<file path="src/rtl/mac_acc_pipe.sv">
// N-lane signed/unsigned dot product with a registered adder tree and a grouped
// accumulator delimited by first/last tags; optional saturation at ACCW.
module mac_acc_pipe #(
  parameter  int WI   = 8,
  parameter  int N    = 16,
  localparam int WN   = $clog2(N),
  localparam int PW   = 2*WI+1,
  localparam int TW   = PW+WN,
  parameter  int ACCW = TW+8,
  parameter  bit SAT  = 1'b1
) (
  input  logic                   clk,
  input  logic                   rst,
  input  logic                   vld_i,
  input  logic                   first_i,
  input  logic                   last_i,
  input  logic                   sgn_i,
  input  logic [N*WI-1:0]        win,
  input  logic [N*WI-1:0]        din,
  output logic signed [ACCW-1:0] acc_o,
  output logic                   vld_o,
  output logic                   ovf_o
);

  logic [N*WI-1:0] w_reg, x_reg;
  logic            sgn_reg;
  logic [WN:0]     vld_sr, first_sr, last_sr;

  // Index k of the tag shift registers lines up with tree level k.
  always_ff @(posedge clk) begin
    if (rst) begin
      w_reg    <= '0;
      x_reg    <= '0;
      sgn_reg  <= 1'b0;
      vld_sr   <= '0;
      first_sr <= '0;
      last_sr  <= '0;
    end else begin
      w_reg    <= win;
      x_reg    <= din;
      sgn_reg  <= sgn_i;
      vld_sr   <= {vld_sr[WN-1:0], vld_i};
      first_sr <= {first_sr[WN-1:0], first_i};
      last_sr  <= {last_sr[WN-1:0], last_i};
    end
  end

  genvar gi, gj;
  generate
    for (gi = 0; gi <= WN; gi++) begin : g_lvl
      localparam int LW = PW + gi;
      localparam int LN = N >> gi;
      logic signed [LW-1:0] node [LN];

      if (gi == 0) begin : g_leaf
        // Operands widened to PW bits: the true product always fits, so the
        // modulo-2^PW multiply is exact in both modes.
        for (gj = 0; gj < N; gj++) begin : g_mul
          logic signed [PW-1:0] w_ext, x_ext;
          assign w_ext = {{(PW-WI){sgn_reg & w_reg[gj*WI+WI-1]}}, w_reg[gj*WI +: WI]};
          assign x_ext = {{(PW-WI){sgn_reg & x_reg[gj*WI+WI-1]}}, x_reg[gj*WI +: WI]};
          assign node[gj] = w_ext * x_ext;
        end
      end else begin : g_add
        always_ff @(posedge clk) begin
          if (rst) begin
            for (int j = 0; j < LN; j++) node[j] <= '0;
          end else begin
            for (int j = 0; j < LN; j++)
              node[j] <= {g_lvl[gi-1].node[2*j][LW-2],   g_lvl[gi-1].node[2*j]} +
                         {g_lvl[gi-1].node[2*j+1][LW-2], g_lvl[gi-1].node[2*j+1]};
          end
        end
      end
    end
  endgenerate

  logic signed [TW-1:0]   root;
  logic signed [ACCW-1:0] acc_reg, base_acc, acc_nx, fin_acc_reg;
  logic [ACCW:0]          sum_ext;
  logic                   ovf_reg, base_ovf, ovf_nx, restart;
  logic                   open_reg, fin_vld_reg, fin_ovf_reg;

  assign root = g_lvl[WN].node[0];

  // A beat with no group open starts one even without first.
  always_comb begin
    restart  = first_sr[WN] | ~open_reg;
    base_acc = restart ? '0 : acc_reg;
    base_ovf = restart ? 1'b0 : ovf_reg;
    sum_ext  = {base_acc[ACCW-1], base_acc} + {{(ACCW+1-TW){root[TW-1]}}, root};
    acc_nx   = sum_ext[ACCW-1:0];
    ovf_nx   = base_ovf;
    if (SAT && base_ovf) begin
      acc_nx = base_acc;
    end else if (sum_ext[ACCW] != sum_ext[ACCW-1]) begin
      ovf_nx = 1'b1;
      if (SAT)
        acc_nx = sum_ext[ACCW] ? {1'b1, {(ACCW-1){1'b0}}} : {1'b0, {(ACCW-1){1'b1}}};
    end
  end

  always_ff @(posedge clk) begin
    if (rst) begin
      acc_reg     <= '0;
      ovf_reg     <= 1'b0;
      open_reg    <= 1'b0;
      fin_vld_reg <= 1'b0;
      fin_acc_reg <= '0;
      fin_ovf_reg <= 1'b0;
      acc_o       <= '0;
      vld_o       <= 1'b0;
      ovf_o       <= 1'b0;
    end else begin
      fin_vld_reg <= vld_sr[WN] & last_sr[WN];
      if (vld_sr[WN]) begin
        if (last_sr[WN]) begin
          fin_acc_reg <= acc_nx;
          fin_ovf_reg <= ovf_nx;
          acc_reg     <= '0;
          ovf_reg     <= 1'b0;
          open_reg    <= 1'b0;
        end else begin
          acc_reg  <= acc_nx;
          ovf_reg  <= ovf_nx;
          open_reg <= 1'b1;
        end
      end
      vld_o <= fin_vld_reg;
      if (fin_vld_reg) begin
        acc_o <= fin_acc_reg;
        ovf_o <= fin_ovf_reg;
      end
    end
  end

endmodule

</file>
<file path="config.mk">
export PLATFORM = sky130hd
export DESIGN_NAME = mac_acc_pipe
export DESIGN_NICKNAME = d
export VERILOG_FILES = /design/src/rtl/mac_acc_pipe.sv
export SDC_FILE = /design/constraint.sdc
export NUM_CORES = 2
export LEC_CHECK = 0
export CORE_MARGIN = 1.5
export CORE_UTILIZATION = 58
export DETAILED_ROUTE_END_ITERATION = 8
export PLACE_DENSITY = 0.8
export SLEW_MARGIN = 10
export SYNTH_ARGS = -nofsm -noshare
export SYNTH_HDL_FRONTEND = slang
export SYNTH_SLANG_ARGS = --single-unit
</file>
<file path="constraint.sdc">
create_clock -name clk -period 7.41 [get_ports clk]
set_input_delay 0.741 -clock clk [delete_from_list [all_inputs] [get_ports clk]]
set_output_delay 0.741 -clock clk [all_outputs]
set_load 0.01 [all_outputs]
</file>
* After elaboration in Yosys (flattened, before gate mapping)
Memories as Yosys holds them, arrays and structs flattened. Index checks and enable logic that the tools add are counted.
Storage, ports and cells: bits in registers 365, memory bits (writable) 281, input port bits 262, output and inout bits 31, logic and storage cells 132, memories kept 4
Operators by class: $add $sub $neg 16, $mul 16, equal/unequal tests 1, muxes and demuxes 29, bitwise operators 49, reduce and logical (&&, ||, !) cells 2
Memory list:
- g_lvl[1].node | depth 8, bits a word 18, read ports 8, clocked after Yosys merged registers in 0, write ports 8, RTL line 53 | logic signed [LW-1:0] node [LN];
- g_lvl[2].node | depth 4, bits a word 19, read ports 4, clocked after Yosys merged registers in 0, write ports 4, RTL line 53
- g_lvl[3].node | depth 2, bits a word 20, read ports 2, clocked after Yosys merged registers in 0, write ports 2, RTL line 53
- g_lvl[4].node | depth 1, bits a word 21, read ports 1, clocked after Yosys merged registers in 0, write ports 1, RTL line 53
Operator list (count):
- multiplier 9 x 9 -> 17 bit | 16
- 2-to-1 mux 29 bit | 5
- adder 17 x 17 -> 18 bit | 8
- 2-to-1 mux 18 bit | 8
- adder 18 x 18 -> 19 bit | 4
- 2-to-1 mux 19 bit | 4
- adder 19 x 19 -> 20 bit | 2
- 2-to-1 mux 20 bit | 2
- bitwise AND 1 bit | 33
- adder 29 x 21 -> 30 bit | 1
- adder 20 x 20 -> 21 bit | 1
- 2-to-1 mux 21 bit | 1
- OR reduction 21 bit | 1
- bitwise OR 1 bit | 15
- 2-to-1 mux 1 bit | 9
- AND reduction 2 bit | 1
- != test 1 bit | 1
- inverter 1 bit | 1

* Logic depth before layout (Yosys ltp)
word-level depth 8, mapped depth 30

* Least setup slack after synthesis
Ideal clock, no wire load.
kind register -> register, start point register sgn_reg, end point memory g_lvl[1].node[0][34] (netlist bit), setup time 0.134 ns, arrival time 6.772 ns, required time 7.276 ns, slack 0.503 ns, stages on the path, launching flop included 30, path buffers 3, cell sequence dfxtp_1 > clkbuf_1 > clkbuf_1 > clkbuf_1 > nand2_1 > or2_2 > fa_1 > fa_1 > inv_1 > fa_1 > fa_1 > inv_1 > fa_1 > inv_1 > ha_1 > inv_1 > o21ai_0 > a21oi_1 > nand2b_1 > a21boi_0 > nor2_1 > xnor2_1 > ha_1 > nand2_1 > nor2_1 > a21oi_1 > o31ai_1 > o311a_1 > and4_1 > or4_1
RTL lines:
- start, declared | RTL line 26 | logic sgn_reg;
- start signal, assigned | RTL line 41 | sgn_reg <= sgn_i;
- end, declared | RTL line 53

==> impl_metrics.toml <==
[global_route]
grt_pass1_vias = 58600
antenna_found_initial = 3
grt_overflow_total = 0
track_usage_pct = 26.3
grt_max_degree = 166
grt_pass1_wl_um = 285000

[yosys]
syn_avg_cell_area_sq_um = 8.93
synth_edf_count = 0
synthFlopType = "dfxtp_1"
yosysWarnings = 0
ys_seq_elements = 646
synth_area_leaders = "fa_1, dfxtp_1, ha_1"
synth_top_area_share_pct = 28.7
ys_seq_area_share_pct = 17.0
synth.largest_area_cell = "fa_1"
synth_nets = 10700
synth-async-reset-ratio_pct = 0
synth_cell_type_count = 79
synthCells = 8493
synth_area_sq_um = 75900

[timing]
tns_ps = 0
slew_viol_final = 0
slew_headroom_pct = 33.8
fin_crit_sh_pct = 94.1
grt_setup_unrepaired = "no"
whs_ps = 436
min_period_ps = 6970
fin_worst_skew_ps = 53.5
setup_viol = 0
tightest_slew_ps = 973
worst_slack_ps = 440
fmax_mhz = 143
hold_violations = 0

[layout]
nNetsFinal = 10800
syn2layout_area_growth_pct = 9.27
final_area_sq_um = 82900
largest_register_ffs = 281
n_fill_cell = 10500
mostFrequentLayoutCell = "inv_1"
drive_gt1_share_pct = 2.75
layout_common_cells = "inv_1, fa_1, ha_1"
antenna-diode-count = 0

[hold_path]
hold_class = "reg2reg"

[worst_setup_path]
worstSetupPathType = "reg2reg"
cp_max_fo = 9
worstPathArrival_ps = 7540
max_stage_delay_ps = 500
cpMaxStageDelayCell = "or4_1"
r2r_setup_slack_ps = 440
crit_path_end_kind = "flip-flop"
crit_required_ps = 7980
worst_setup_path_start_kind = "flip-flop"
cpMostUsedCell = "fa_1"

[place]
gp_congestion = 0.923
port_buffers = 292
place_area_sq_um = 80000
hpwl_um = 138000
place_ws_ps = 312

[run_status]
status = "completed"

[pwr]
irDropWorstVdd_mv = 0.187
power_mw = 14.7
cellLeakagePower_nw = 41.6
p_per_area_nw_per_um2 = 178

[job]
max_cap_viol_count = 0

[route]
viasPerCell = 5.34
drc = 0
vias = 55500
wl_per_cell_um = 16.3
antenna_left = 0
first_pass_iters = 5
drt-total-wl_um = 170000
drt_iter0_drc = 2911

[clock_network]
cts_num_sinks = 646
ctsResizeCount = 0
cts_max_level = 3
clk_pin_slew_ps = 60
post-cts-setup-buffers = 0
clockBufferDepth = 3
cts_hold_buf = 0
root_buffer = "clkbuf_16"
cts_made_buffers = 77
cts_tree = "yes"
clock_latency_ps = 700

[floorplan]
fp.dieW_um = 365
start_util_pct = 58.5
core_area_sq_um = 130000
die-area_sq_um = 133000
ios = 293
die_h_um = 365
row_count = 132
## through the flow
stage | utilization [%] | std cells
6_report | 63.9 | 10400
5_1_grt | 63.9 | 10400
4_1_cts | 63.9 | 10400
3_5_place_dp | 61.7 | 10300
3_3_place_gp | 61.7 | 10300
2_1_floorplan | - | 8493
## area by class of cell
class | count | area, sq um | share of cell area [%]
Timing Repair Buffer | 323 | 3200 | 3.86
Clock buffer | 98 | 2140 | 2.58
Tap cell | 1742 | 2180 | 2.63
Multi-Input combinational cell | 6144 | 56500 | 68.2
Clock inverter | 42 | 667 | 0.804
Sequential cell | 646 | 12900 | 15.6
Inverter | 1400 | 5260 | 6.34
## cells by family after synthesis
group / Yosys count / synth area share [%]
flip-flops: 646 / 17.0
buffers and inverters: 1703 / 8.48
AO/OA/AOI/OAI: 903 / 7.83
AND/OR/NAND/NOR: 2801 / 18.0
adder cells (fa/ha/maj): 1943 / 42.8
multiplexers: 32 / 0.439
XOR/XNOR: 465 / 5.37
## cells in the mapped netlist (6+ instances only)
master       n
dfxtp_1    646
a31oi_1     19
a41oi_1      9
a21oi_1    217
nand2_1    849
o31a_1       6
a311o_1      7
o21ai_0    219
or2_2       37
a21boi_0    58
nand4_1      8
mux2i_1     31
a21o_1     102
ha_1       855
xnor2_1    357
xor2_1     108
and2_1     575
o21a_1      47
a41o_1       7
a211oi_1    33
nand2b_1    80
fa_1      1088
nor2_1     629
o311ai_0     6
or3_1       16
nand3_1     54
a22oi_1      7
o41ai_1     15
o21bai_1    15
inv_1     1400
nor3b_1     11
nor4b_1      8
o211ai_1     9
and3_1      19
nor3_1     117
clkbuf_1   282
nor4_1      10
o21ai_1     28
nor2b_1    367
o31ai_1     17
a211oi_2    19
buf_1       11
o41a_1      11
## worst paths after layout
kind,start,end,cells past startpoint
worst max-delay path,sgn_reg,g_lvl[1].node[0][34],28
worst min-delay path,first_sr[1],first_sr[2],1
worst max register to register,sgn_reg,g_lvl[1].node[0][34],28
worst min register to register,first_sr[1],first_sr[2],1
## where the power goes
group	leakage [nW]	switching, mW	total, mW	internal [mW]
sequential	5.33	0.497	4.52	4.02
combinational	34.9	3.39	6.05	2.66
clock	1.36	1.69	4.17	2.47
## critical path: cells and delay by family, from the launching register on
kind	cells	cell delay (ps)
adder cells (fa/ha/maj)	7	3030
AND/OR/NAND/NOR	8	1650
AO/OA/AOI/OAI	6	1160
buffers and inverters	6	490
flip-flops	1	380
XOR/XNOR	1	140
## metal layers
layer	track usage, %	up-vias	wire [um]	share of wire (%)
met3	3.57	301	9270	5.5
met5	0	-	0	0
met1	33.4	27200	71200	42
met2	46.1	1370	83800	49
li1	-	26600	-	-
met4	8.69	0	5310	3.1
Power figures use the tool's default switching activity.
